### config.mk
export PLATFORM = sky130hd
export DESIGN_NAME = seg7_scan_driver
export DESIGN_NICKNAME = d
export VERILOG_FILES = /design/src/rtl/seg7_pkg.sv /design/src/rtl/hex_to_seg7.sv /design/src/rtl/seg7_scan_driver.sv
export SDC_FILE = /design/constraint.sdc
export NUM_CORES = 1
export LEC_CHECK = 0
export ABC_AREA = 1
export CORE_UTILIZATION = 35
export CTS_CLUSTER_SIZE = 10
export DETAILED_ROUTE_END_ITERATION = 10
export GPL_ROUTABILITY_DRIVEN = 1
export GPL_TIMING_DRIVEN = 0
export PLACE_DENSITY = 0.54
export SLEW_MARGIN = 30
export SYNTH_ARGS = -nofsm -noshare
export SYNTH_HDL_FRONTEND = slang
export SYNTH_SLANG_ARGS = --single-unit
### constraint.sdc
create_clock -name clk -period 1.85 [get_ports clk]
set_input_delay 0.37 -clock clk [delete_from_list [all_inputs] [get_ports clk]]
set_output_delay 0.37 -clock clk [all_outputs]
set_load 0.1 [all_outputs]
### src/rtl/seg7_pkg.sv
// Shared seven-segment definitions: segment typedef, blank pattern and the
// active-high hex decode table (bit0 = a ... bit6 = g).
package seg7_pkg;

  typedef logic [6:0] seg7_t;

  localparam seg7_t SEG7_OFF = 7'h00;

  // Entry 0 sits in the least significant slice, so SEG7_HEX_LUT[n] decodes n.
  localparam logic [15:0][6:0] SEG7_HEX_LUT = {
    7'h71, 7'h79, 7'h5E, 7'h39, 7'h7C, 7'h77, 7'h6F, 7'h7F,
    7'h07, 7'h7D, 7'h6D, 7'h66, 7'h4F, 7'h5B, 7'h06, 7'h3F
  };

endpackage

### src/rtl/hex_to_seg7.sv
// Combinational nibble to active-high seven-segment decoder, shared by any
// display consumer that needs a hex glyph.
module hex_to_seg7
  import seg7_pkg::*;
(
  input  logic [3:0] nibble_i,
  output seg7_t      seg_o
);

  assign seg_o = SEG7_HEX_LUT[nibble_i];

endmodule

### src/rtl/seg7_scan_driver.sv
// Time-multiplexed seven-segment scan driver with shadowed digits and blanking.
// Optional macro LEADING_ZERO_BLANK_EN also blanks leading zero digits.
module seg7_scan_driver
  import seg7_pkg::*;
#(
  parameter int NUM_DIGITS  = 4,
  parameter int REFRESH_DIV = 50000,
  parameter int ACTIVE_LOW  = 1,
  localparam int IDX_W = (NUM_DIGITS > 1) ? $clog2(NUM_DIGITS) : 1
) (
  input  logic                    clk,
  input  logic                    rst,
  input  logic [4*NUM_DIGITS-1:0] value,
  input  logic                    load,
  input  logic [NUM_DIGITS-1:0]   blank,
  output logic [6:0]              seg,
  output logic [NUM_DIGITS-1:0]   an,
  output logic [IDX_W-1:0]        digit_idx
);

  localparam int PRE_W = $clog2(REFRESH_DIV);
  localparam logic [PRE_W-1:0] PRE_LAST = PRE_W'(REFRESH_DIV - 1);
  localparam logic [IDX_W-1:0] IDX_LAST = IDX_W'(NUM_DIGITS - 1);
  localparam seg7_t POL_SEG = (ACTIVE_LOW != 0) ? 7'h7F : 7'h00;
  localparam logic [NUM_DIGITS-1:0] POL_AN = (ACTIVE_LOW != 0) ? '1 : '0;

  logic [4*NUM_DIGITS-1:0] val_q;
  logic [NUM_DIGITS-1:0]   blank_q;
  logic [PRE_W-1:0]        presc_q, presc_d;
  logic [IDX_W-1:0]        idx_q, idx_d;
  logic                    chg_q, chg_d;
  seg7_t                   seg_q, seg_d;
  logic [NUM_DIGITS-1:0]   an_q, an_d;

  logic                    tick;
  logic [3:0]              cur_nib;
  logic                    cur_blank;
  logic [NUM_DIGITS-1:0]   eff_blank;
  logic [NUM_DIGITS-1:0]   an_hi;
  seg7_t                   glyph;

`ifdef LEADING_ZERO_BLANK_EN
  logic [NUM_DIGITS-1:0] lz_q, lz_d;

  // A digit is a leading zero when it and every higher digit are zero.
  always_comb begin
    logic all_zero;
    all_zero = 1'b1;
    lz_d     = '0;
    for (int i = NUM_DIGITS - 1; i >= 1; i--) begin
      all_zero = all_zero & (value[4*i +: 4] == 4'h0);
      lz_d[i]  = all_zero;
    end
  end

  always_ff @(posedge clk) begin
    if (rst) begin
      lz_q <= '0;
    end else if (load) begin
      lz_q <= lz_d;
    end
  end

  assign eff_blank = blank_q | lz_q;
`else
  assign eff_blank = blank_q;
`endif

  assign tick = (presc_q == PRE_LAST);

  always_comb begin
    cur_nib   = 4'h0;
    cur_blank = 1'b0;
    an_hi     = '0;
    for (int i = 0; i < NUM_DIGITS; i++) begin
      an_hi[i] = (idx_q == IDX_W'(i));
      if (idx_q == IDX_W'(i)) begin
        cur_nib   = val_q[4*i +: 4];
        cur_blank = eff_blank[i];
      end
    end
  end

  hex_to_seg7 u_dec (
    .nibble_i (cur_nib),
    .seg_o    (glyph)
  );

  always_comb begin
    presc_d = tick ? '0 : presc_q + 1'b1;
    idx_d   = idx_q;
    if (tick) begin
      idx_d = (idx_q == IDX_LAST) ? '0 : idx_q + 1'b1;
    end
    chg_d = tick && (NUM_DIGITS > 1);
    seg_d = (cur_blank ? SEG7_OFF : glyph) ^ POL_SEG;
    // Anode stays dark for the first output cycle of a new digit (anti-ghosting).
    an_d  = (chg_q ? '0 : an_hi) ^ POL_AN;
  end

  always_ff @(posedge clk) begin
    if (rst) begin
      val_q   <= '0;
      blank_q <= '0;
      presc_q <= '0;
      idx_q   <= '0;
      chg_q   <= 1'b0;
      seg_q   <= POL_SEG;
      an_q    <= POL_AN;
    end else begin
      if (load) begin
        val_q   <= value;
        blank_q <= blank;
      end
      presc_q <= presc_d;
      idx_q   <= idx_d;
      chg_q   <= chg_d;
      seg_q   <= seg_d;
      an_q    <= an_d;
    end
  end

  assign seg       = seg_q;
  assign an        = an_q;
  assign digit_idx = idx_q;

endmodule

After elaboration in Yosys (flattened, before gate mapping)
Memories as Yosys holds them, arrays and structs flattened.
Index checks and enable logic that the tools add are counted.
Storage, ports and cells
  memories: 1
  flip-flop bits (word level): 50
  output and inout port bits: 13
  ROM bits: 112
  input bits: 23
  logic and storage cells: 31
Cells by class
  reduce and logical (&&, ||, !) cells: 2
  equality and inequality tests: 4
  bitwise gates (word level): 2
  add/sub/neg operators: 2
  $lt $le $gt $ge: 1
  muxes and demuxes: 12
Memories
  (no name shown): depth 16, bits a word 7, read ports 1, clocked after memory_dff 0, write ports 0, RTL line hex_to_seg7.sv:10  | assign seg_o = SEG7_HEX_LUT[nibble_i];
Operator list (number)
  $mux 4: 5
  $add 16x1->16 const B: 1
  $eq 16x16->1 const B: 1
  $mux 7: 2
  $not 7->7: 1
  $lt 4x5->1 const B: 1
  $eq 2x2->1 const B: 2
  $mux 1: 4
  $not 4->4: 1
  $add 2x1->2 const B: 1
  $eq 2x1->1 const B: 1
  $logic_not 2->1: 1
  $mux 2: 1
  $reduce_or 2->1: 1

Depth between registers and ports, before layout
Gate-level depths: netlist of the first run.
  word-level depth: 9
  mapped depth: 14
  mapped depth without buffers: 14

Cells and area by module
Synthesis of the first run repeated with hierarchy kept, for this count alone.
Second synthesis, totals
  cell total of the unflattened synthesis: 345
  area, all modules: 2413.6 µm²
By module, submodules not included
  seg7_scan_driver: area an instance 2143.3 µm², cells each 293, instances 1, seq. area each 1001.0 µm²
  hex_to_seg7: area an instance 270.3 µm², cells each 52, instances 1, seq. area each 0.0 µm²

Worst setup path after synthesis of the first run
Ideal clock, no wire load.
  kind: reg2reg
  start: register idx_q[0], in the netlist digit_idx[0]
  end: register seg_q[3], in the netlist seg[3]
  period minus slack after synthesis: 2.685 ns
  library setup time: 0.120 ns
  data arrival time: 2.565 ns
  stages on the path, launching flop included: 12
  buffers on the path: 1
  path slack: -0.835 ns
  required time: 1.730 ns
  cells stage by stage: dfxtp_1 -> inv_1 -> ha_1 -> buf_2 -> a21oi_1 -> nand2_1 -> a21boi_1 -> ha_1 -> inv_1 -> nand2_1 -> nand3_1 -> nand3_1
On the way
  cells in the longest elaborated chain, start to end: 9
  elaborated cells on any way between the ends: 16
  classes of those cells: 3 x eq/ne; 10 x mux; 1 x bitwise; 1 x reduce/logical; 1 x memory
RTL lines
  from (decl): RTL line seg7_scan_driver.sv:30  | logic [IDX_W-1:0] idx_q, idx_d;
  from (signal assigned): RTL line seg7_scan_driver.sv:116  | idx_q <= idx_d;
  $logic_not 2->1: RTL line seg7_scan_driver.sv:77  | if (idx_q == IDX_W'(i)) begin
  $mux 4 (4 in a row): RTL line seg7_scan_driver.sv:77
  $mem_v2 16x7
  $mux 7 (not written as such): RTL line hex_to_seg7.sv:10
  $mux 7 (*): RTL line seg7_scan_driver.sv:96  | seg_d = (cur_blank ? SEG7_OFF : glyph) ^ POL_SEG;
  $not 7->7 (no line) (*)
  to (signal assigned): RTL line seg7_scan_driver.sv:118  | seg_q <= seg_d;
  to (decl): RTL line seg7_scan_driver.sv:32  | seg7_t seg_q, seg_d;
Every way passes the cells marked *; elsewhere a longest branch is shown, timed or not. The select of a mux whose other input is x is not followed.
A chain may end at the register's enable or synchronous reset.

Final worst setup path of the first run
  start: register seg_q[1], in the netlist seg[1]
  end: output seg[1]
RTL lines
  to (decl): RTL line seg7_scan_driver.sv:16  | output logic [6:0] seg,
No word-level cell between the ends.

==> flow_summary.toml, run 1 <==
[logic_synthesis]
yosys_warnings = 0
ys_top_cells_by_area = "dfxtp_1, nand2_1, nor2_1"
syn-cell-area_um2 = 2340
synth_cell_types = 32
synth.avg_cell_area_um2 = 7.44
postSynthCellCount = 315
ys_seq_elements = 50
ys_seq_area_share_pct = 42.7
yosys.area.top_type = "dfxtp_1"
synth_top_area_share_pct = 42.7
synth_nets = 349

[placed_design]
port_buffers = 35
place.gp.congestion = 0.873
dp_hpwl_um = 3970

[grt]
track_usage_pct = 16.3
grt_pass1_wl_um = 9240
grt_antenna_before_repair = 0
grt_pass1_vias = 2051
globalRouteOverflowTotal = 0
grt_start_max_net_pins = 16

[route]
num_vias = 2131
drt-initial-drc-count = 75
wl_um = 5360
postRouteAntennaNets = 0
dr.pass1.iters = 7
viasPerCell = 4.81
routedWlPerCell_um = 12.1
drc_errors = 9

[timing]
hold_ws_ns = 0.468
finalHoldViolations = 0
setup_viol = 0
fin_worst_skew_ns = 0.00888
finalMaxSlewViolations = 0
max_freq_ghz = 0.551
rsz0062_at_grt = "true"
min_period_ns = 1.81
tightest_slew_ns = 0.947
timing.final.crit_share_pct = 98.1
relSlewSlack_pct = 37.1

[floorplan]
die_y_um = 83.8
die_w_um = 83.8
pin_count = 36
rows = 29
initial_core_util_pct = 36.5
core_um2 = 6420
dieArea_um2 = 7020

[clock_tree]
cts_max_path_buffers = 2
cts_max_level = 2
clkTransAtPathRegs_ns = 0.09
cts-buffers-inserted = 5
clkLatencyLatePin_ns = 0.30
cts_tree = "done"
cts_root_buf = "clkbuf_8"
cts.sinks = 50
hold_buffers = 0

[power_and_ir_drop]
power.density_cell_area_nw_per_um2 = 723
finalPower_mw = 2.24
leakagePower_nw = 1.24
vdd_drop_max_mv = 0.274

[status]
status = "finished with violations"
violations = "design-rule violations"

[worst_hold_path]
hold_class = "flip-flop to flip-flop"

[job]
drv_cap = 0

[setup_path]
worstSetupPathType = "flip-flop to output port"
crit_fanout = 1
path_cells = "dlygate4sd2_1"
crit_path_end_kind = "output port"
cp_slowest_cell = "dlygate4sd2_1"
critPathMaxStageDelay_ns = 0.84
required_ns = 1.48
critPathBufInv = 1
critical-path-top-delay-family = "buffers and inverters"
crit_path_start_kind = "flip-flop"
cp_data_arrival_time_ns = 1.44

[final_layout]
num_antenna_cells = 0
nFillCells = 654
layout_common_cells = "nand2_1, dfxtp_1, nor2_1"
drive_gt1_share_pct = 18.0
final-seq-area_um2 = 1010
fin_nets = 399
multiInputGateArea_um2 = 1300
syn_to_final_growth_pct = 32.5
mostFrequentLayoutCell = "nand2_1"
-- Yosys cell counts --
library cell,count
a21boi_1,1
a21oi_1,25
a21oi_2,1
a21oi_4,1
and2_1,1
buf_2,3
buf_6,1
clkbuf_1,5
clkinv_1,2
dfxtp_1,50
ha_1,11
inv_1,30
inv_2,1
nand2_1,62
nand2_2,4
nand2_4,1
nand3_1,22
nand3_2,3
nand3b_1,1
nand4_1,5
nor2_1,40
nor2_2,1
nor3_1,6
nor3_2,1
nor3_4,1
nor4_1,1
nor4_2,1
o211ai_1,1
o21ai_0,25
o21ai_1,1
or2_0,3
xor2_1,4
-- cell type report --
class | count | share of cell area [%]
buffer | 9 | 2.14
clock buffer | 7 | 3.10
clock inverter | 1 | 0.282
inverter | 33 | 4.31
multi-input combinational | 223 | 41.8
sequential | 50 | 32.5
tap | 77 | 3.10
timing repair buffer | 43 | 12.7
-- flip-flops by register name, indices dropped and copies added (netlist names) --
register and count:
digit_idx 2, blank_q 4, seg 7, presc_q 16, chg_q 1, val_q 16
an 4
-- cell families after synthesis --
| kind of cell | after synthesis | synth area share (%) |
|---|---|---|
| DFF | 50 | 42.7 |
| AOI/OAI and AO/OA | 55 | 12.6 |
| xor gates and xnor gates | 4 | 1.50 |
| buffers and inverters | 42 | 7.21 |
| adders and majority gates | 11 | 5.88 |
| and+or+nand+nor | 153 | 30.1 |
-- worst paths after layout --
path	from	end	slack, ns	depth (start not counted)
hold reg to reg	presc_q[15]$_SDFF_PP0_	presc_q[15]$_SDFF_PP0_	0.47	2
setup / recovery	seg[1]$_SDFF_PP1_	seg[1]	0.04	1
hold / removal	presc_q[15]$_SDFF_PP0_	presc_q[15]$_SDFF_PP0_	0.47	2
setup reg to reg	digit_idx[0]$_SDFFE_PP0P_	seg[0]$_SDFF_PP1_	0.06	12
-- worst reg2reg max path: stages (launching register included) --
cell	delay, ns
dfxtp_4	0.42
inv_6	0.06
ha_4	0.16
buf_12	0.14
a21oi_4	0.11
nand2_2	0.09
a21boi_4	0.20
buf_6	0.13
ha_2	0.17
nand2_1	0.05
nand3_1	0.08
nand2_1	0.06
nand2_1	0.06
-- report_power, final --
group | internal [mW] | leakage, nW | switching [mW] | total [mW]
clock | 0.343 | 0.0544 | 0.370 | 0.714
sequential | 1.12 | 0.413 | 0.0207 | 1.15
combinational | 0.128 | 0.768 | 0.256 | 0.384
total | 1.60 | 1.24 | 0.647 | 2.24
-- through the flow --
step | TNS, ns | cell area [µm²] | util (%) | setup slack, ns | instances
floorplan | -0.0496 | 2380 | - | -0.0336 | 315
global placement | -0.115 | 2830 | 44.1 | -0.0498 | 427
detailed placement | -0.115 | 2830 | 44.1 | -0.0556 | 427
CTS | 0 | 2970 | 46.3 | 0.00682 | 437
global route | -0.128 | 3100 | 48.3 | -0.0308 | 443
finish | 0 | 3100 | 48.3 | 0.0360 | 443
-- per-layer routing --
metal / GRT usage (%) / share of wire, %
met1: 21.9 / 51
met2: 25.9 / 44
met3: 3.56 / 4.1
met4: 5.49 / 1.1
met5: 0 / 0
-- timing repair --
item / CTS / global route
buffers inserted: 2 / 6
cloned: 0 / 0
endpoints found under the setup margin: 16 / 15
gates resized for setup: 26 / 35
pin swaps: 0 / 6
Note: power is estimated with default switching activity, not from simulation.
==> run 2: changes to the inputs <==
Settings changed: CORE_ASPECT_RATIO set to 2, CORE_MARGIN set to 2.
==> run 2 against run 1 <==
Against the previous run: the flow now finishes without violations; worst setup slack improved by 0.0042 ns; register-to-register slack improved by 0.05 ns; clock skew fell by 0.0049 ns; routed wire length rose by 11%; total power rose by 12%; via count fell by 0.47%; non-clock buffer count fell by 5; design area fell by 0.48%; critical path depth did not move; fmax rose by 0.23%; global-route usage rose by 1.0 points; critical path type unchanged; largest power group unchanged.
==> flow_summary.toml, run 2 (synthesis gave the netlist of run 1 again) <==
[clock_tree]
cts_tree = "done"
cts_max_level = 2
hold_buffers = 0
clkLatencyLatePin_ns = 0.29
cts_max_path_buffers = 2
clkTransAtPathRegs_ns = 0.06
cts_root_buf = "clkbuf_16"
cts-buffers-inserted = 5
cts.sinks = 50

[timing]
finalHoldViolations = 0
setup_slack_ns = 0.0402
setup_viol = 0
fin_worst_skew_ns = 0.00395
relSlewSlack_pct = 36.5
max_freq_ghz = 0.553
timing.final.crit_share_pct = 97.8
finalMaxSlewViolations = 0
tightest_slew_ns = 0.956
min_period_ns = 1.81

[placed_design]
dp_hpwl_um = 4770
port_buffers = 35
place.gp.congestion = 0.873
dpl-instance-area_um2 = 2840
post-place-ws_ns = -0.0771

[route]
postRouteAntennaNets = 0
wl_um = 5930
drc_errors = 0
num_vias = 2121
drt-initial-drc-count = 70
viasPerCell = 4.72
dr.pass1.iters = 4
routedWlPerCell_um = 13.2

[floorplan]
initial_core_util_pct = 35.7
core_um2 = 6570
dieArea_um2 = 7400
die_y_um = 120
rows = 42
die_w_um = 61.8
pin_count = 36

[grt]
track_usage_pct = 17.3
globalRouteOverflowTotal = 0
grt_start_max_net_pins = 15
grt_antenna_before_repair = 0
grt_pass1_wl_um = 9330
grt_pass1_vias = 2120

[setup_path]
ff2ff_path_depth = 13
critPathBufInv = 1
crit_path_start_kind = "flip-flop"
crit_fanout = 1
critPathMaxStageDelay_ns = 0.85
path_cells = "dlygate4sd2_1"
critical-path-top-delay-family = "buffers and inverters"
crit_path_end_kind = "output port"
r2r_end = "seg[3]$_SDFF_PP1_"
cp_data_arrival_time_ns = 1.44
required_ns = 1.48
crit_path_end = "an[2]"
r2r_slack_ns = 0.11
cp_slowest_cell = "dlygate4sd2_1"
worstSetupPathType = "flip-flop to output port"
r2r-start = "digit_idx[1]$_SDFFE_PP0P_"
cp-startpoint = "an[2]$_SDFF_PP1_"
cp.depth = 1

[worst_hold_path]
hold_class = "flip-flop to flip-flop"
worstHoldStart = "presc_q[0]$_SDFF_PP0_"

[final_layout]
syn_to_final_growth_pct = 31.8
num_antenna_cells = 0
final_area_um2 = 3090
fin_nets = 394
mostFrequentLayoutCell = "nand2_1"
drive_gt1_share_pct = 14.4
layout_common_cells = "nand2_1, dfxtp_1, nor2_1"

[power_and_ir_drop]
power.density_cell_area_nw_per_um2 = 816
vdd_drop_max_mv = 0.599
leakagePower_nw = 1.23

[status]
status = "finished clean"

[job]
drv_cap = 0
-- run 2: cell count changes in the layout (fill, tap and decap cells not counted), sizes merged --
cell	delta
clkdlybuf4s15	+1
clkinv	-1
clkbuf	-1
dlygate4sd2	+1
buf	-5
-- run 2: through the flow --
step / power [mW] / hold slack (ns) / cells / TNS [ns] / utilization, %
2_1_floorplan: 1.42 / 0.420 / 315 / -0.0496 / -
3_3_place_gp: 1.55 / 0.438 / 438 / -0.172 / 43.3
3_5_place_dp: 1.55 / 0.446 / 438 / -0.398 / 43.3
4_1_cts: 2.55 / 0.468 / 447 / 0 / 46.2
5_1_grt: 2.63 / 0.484 / 449 / -0.00121 / 47.0
6_report: 2.52 / 0.458 / 449 / 0 / 47.0
-- run 2: repair_timing --
item / 4_1_cts / 5_1_grt
resized for setup: 22 / 21
pin swaps: 1 / 4
endpoints found under the setup margin: 16 / 16
setup buffers: 1 / 4
gates cloned: 0 / 0
-- run 2: worst min path at each step --
stage	endpoint	cells past startpoint
after detailed placement	an[3]$_SDFF_PP1_	2
after global routing	an[3]$_SDFF_PP1_	2
final	presc_q[0]$_SDFF_PP0_	1
after floorplan	an[0]$_SDFF_PP1_	2
after CTS	presc_q[0]$_SDFF_PP0_	1
after global placement	presc_q[0]$_SDFF_PP0_	1
-- run 2: per-layer routing --
metal  GRT usage (%)  vias up  wire length, µm
met5               0        -                0
met3            3.34       11              175
li1                -     1112                -
met4            8.11        0              187
met2            35.1       40             3630
met1            13.8      958             1940
-- run 2: area by class of cell --
| cell class | count | area, µm² |
|---|---|---|
| Clock buffer | 8 | 166 |
| Inverter | 33 | 131 |
| Buffer | 7 | 35.0 |
| Multi-Input combinational cell | 223 | 1260 |
| Timing Repair Buffer | 40 | 378 |
| Fill cell | 643 | 3480 |
| Tap cell | 88 | 110 |
| Sequential cell | 50 | 1010 |
-- run 2: power breakdown --
group | leakage (nW) | internal [mW] | switching (mW)
Clock | 0.0832 | 0.612 | 0.383
Combinational | 0.734 | 0.124 | 0.255
Sequential | 0.413 | 1.13 | 0.0197
==> run 3: changes to the inputs <==
--- a/config.mk
+++ b/config.mk
@@ -8,5 +8,5 @@
 export ABC_AREA = 1
 export CORE_ASPECT_RATIO = 2
-export CORE_MARGIN = 2
+export CORE_MARGIN = 5
 export CORE_UTILIZATION = 35
 export CTS_CLUSTER_SIZE = 10
==> constraint.sdc (replaced) <==
create_clock -name clk -period 1.85 [get_ports clk]
set_input_delay 0.37 -clock clk [delete_from_list [all_inputs] [get_ports clk]]
set_output_delay 0.37 -clock clk [all_outputs]
set_load 0.005 [all_outputs]
==> run 3 against run 2 <==
Against the previous run: total power fell by 9.0%; flip-flop and latch count did not move; worst hold slack improved by 0.012 ns; fmax rose by 2.4%; utilization did not move; register-to-register slack got worse by 0.03 ns; via count rose by 1.2%; largest power group unchanged.
==> flow_summary.toml, run 3 (synthesis gave the netlist of run 1 again) <==
[setup_path]
worstSetupPathType = "flip-flop to flip-flop"
cp-startpoint = "digit_idx[0]$_SDFFE_PP0P_"
crit_path_start_kind = "flip-flop"
required_ns = 2.03
r2r-start = "digit_idx[0]$_SDFFE_PP0P_"
cp_data_arrival_time_ns = 1.95
crit_path_end_kind = "flip-flop"
crit_fanout = 10

[timing]
min_period_ns = 1.77
timing.final.crit_share_pct = 95.6
finalMaxSlewViolations = 0
finalHoldViolations = 0
max_freq_ghz = 0.566
fin_worst_skew_ns = 0.00338
relSlewSlack_pct = 64.6
tightest_slew_ns = 0.532
rsz0062_at_grt = "true"
setup-tns-final_ns = 0
setup_viol = 0

[final_layout]
multiInputGateArea_um2 = 1260
mostFrequentLayoutCell = "nand2_1"
num_antenna_cells = 0
layout_common_cells = "nand2_1, dfxtp_1, nor2_1"
postLayoutCoreUtil_pct = 47.0
final_area_um2 = 3090
fin_cells = 450
syn_to_final_growth_pct = 31.8
drive_gt1_share_pct = 12.4
nFillCells = 675
fin_nets = 396
final-seq-area_um2 = 1010

[grt]
grt_pass1_vias = 2139
grt_start_max_net_pins = 14
track_usage_pct = 15.4
globalRouteOverflowTotal = 0
grt_pass1_wl_um = 9840
grt_antenna_before_repair = 0

[worst_hold_path]
hold_class = "flip-flop to flip-flop"
worstHoldStart = "presc_q[15]$_SDFF_PP0_"

[floorplan]
core_um2 = 6570
die_w_um = 67.8
dieArea_um2 = 8530
rows = 42
initial_core_util_pct = 35.7
pin_count = 36
die_y_um = 126

[route]
num_vias = 2146
wl_um = 6080
drc_errors = 0
postRouteAntennaNets = 0
routedWlPerCell_um = 13.5
drt-initial-drc-count = 56
dr.pass1.iters = 5
viasPerCell = 4.77

[placed_design]
dpl-instance-area_um2 = 2810
place.gp.congestion = 0.968
port_buffers = 35
placed_cells = 438
dp_hpwl_um = 4790

[power_and_ir_drop]
vdd_drop_max_mv = 0.392
p_sw_share_pct = 23.4
pwr-share-clk_pct = 38.1
seqPwrFrac_pct = 50.1
comb_power_share_pct = 11.8
switchingPower_uw = 537
leakagePower_nw = 1.23
power.density_cell_area_nw_per_um2 = 742
finalPower_mw = 2.29
p_int_mw = 1.76

[clock_tree]
cts.sinks = 50
hold_buffers = 0
cts_max_level = 2
clkTransAtPathRegs_ns = 0.06
cts_tree = "done"
clkLatencyLatePin_ns = 0.29
cts_root_buf = "clkbuf_16"
cts-buffers-inserted = 5
cts_max_path_buffers = 2

[job]
drv_cap = 0

[status]
status = "finished clean"
run 3: worst max-delay path, cell delays in order (launching register included):
cell	delay, ns
dfxtp_4	0.38
inv_4	0.05
ha_4	0.16
buf_8	0.14
a21oi_1	0.11
nand2_1	0.07
nand2_1	0.07
nand2_2	0.09
buf_4	0.16
ha_1	0.18
nand2_1	0.07
nand3_1	0.07
nand2_1	0.09
nand2_1	0.05
run 3: path summary, 6_finish.rpt:
kind / to / slack [ns] / depth (start not counted)
hold / removal: presc_q[15]$_SDFF_PP0_ / 0.47 / 2
setup reg to reg: seg[0]$_SDFF_PP1_ / 0.08 / 13
hold reg to reg: presc_q[15]$_SDFF_PP0_ / 0.47 / 2
setup / recovery: seg[0]$_SDFF_PP1_ / 0.08 / 13
run 3: what timing repair did:
| action | CTS | global route |
|---|---|---|
| endpoints found under the setup margin | 7 | 6 |
| gates cloned | 0 | 0 |
| buffers inserted | 5 | 0 |
| gates resized for setup | 9 | 20 |
| pin swaps | 3 | 6 |
run 3: per-stage QoR:
step	setup slack (ns)	hold WS (ns)
6_report	0.0819	0.470
5_1_grt	-0.0157	0.493
4_1_cts	0.00220	0.468
3_5_place_dp	-0.213	0.458
3_3_place_gp	-0.198	0.439
2_1_floorplan	0.00257	0.420
run 3: power groups by stage:
stage / logic [mW] / registers [mW] / clock network [mW]
CTS: 0.269 / 1.15 / 0.902
global placement: 0.258 / 1.17 / 0
finish: 0.271 / 1.15 / 0.874
detailed placement: 0.259 / 1.17 / 0
global route: 0.304 / 1.15 / 0.958
floorplan: 0.135 / 1.17 / 0
run 3: cell type report:
cell class              count  area share, %
well taps                  88           3.57
repair buffers             40           12.6
inverters                  33           4.25
flip-flops and latches     50           32.6
multi-input cells         223           40.8
plain buffers               9           1.99
clock buffers               7           4.29
run 3: metal layers:
layer	routed length, µm	global-route usage [%]	vias up
met2	3610	30.5	48
met1	2070	13.9	976
met4	172	6.68	0
met3	218	3.03	13
met5	0	0	-
li1	-	-	1109
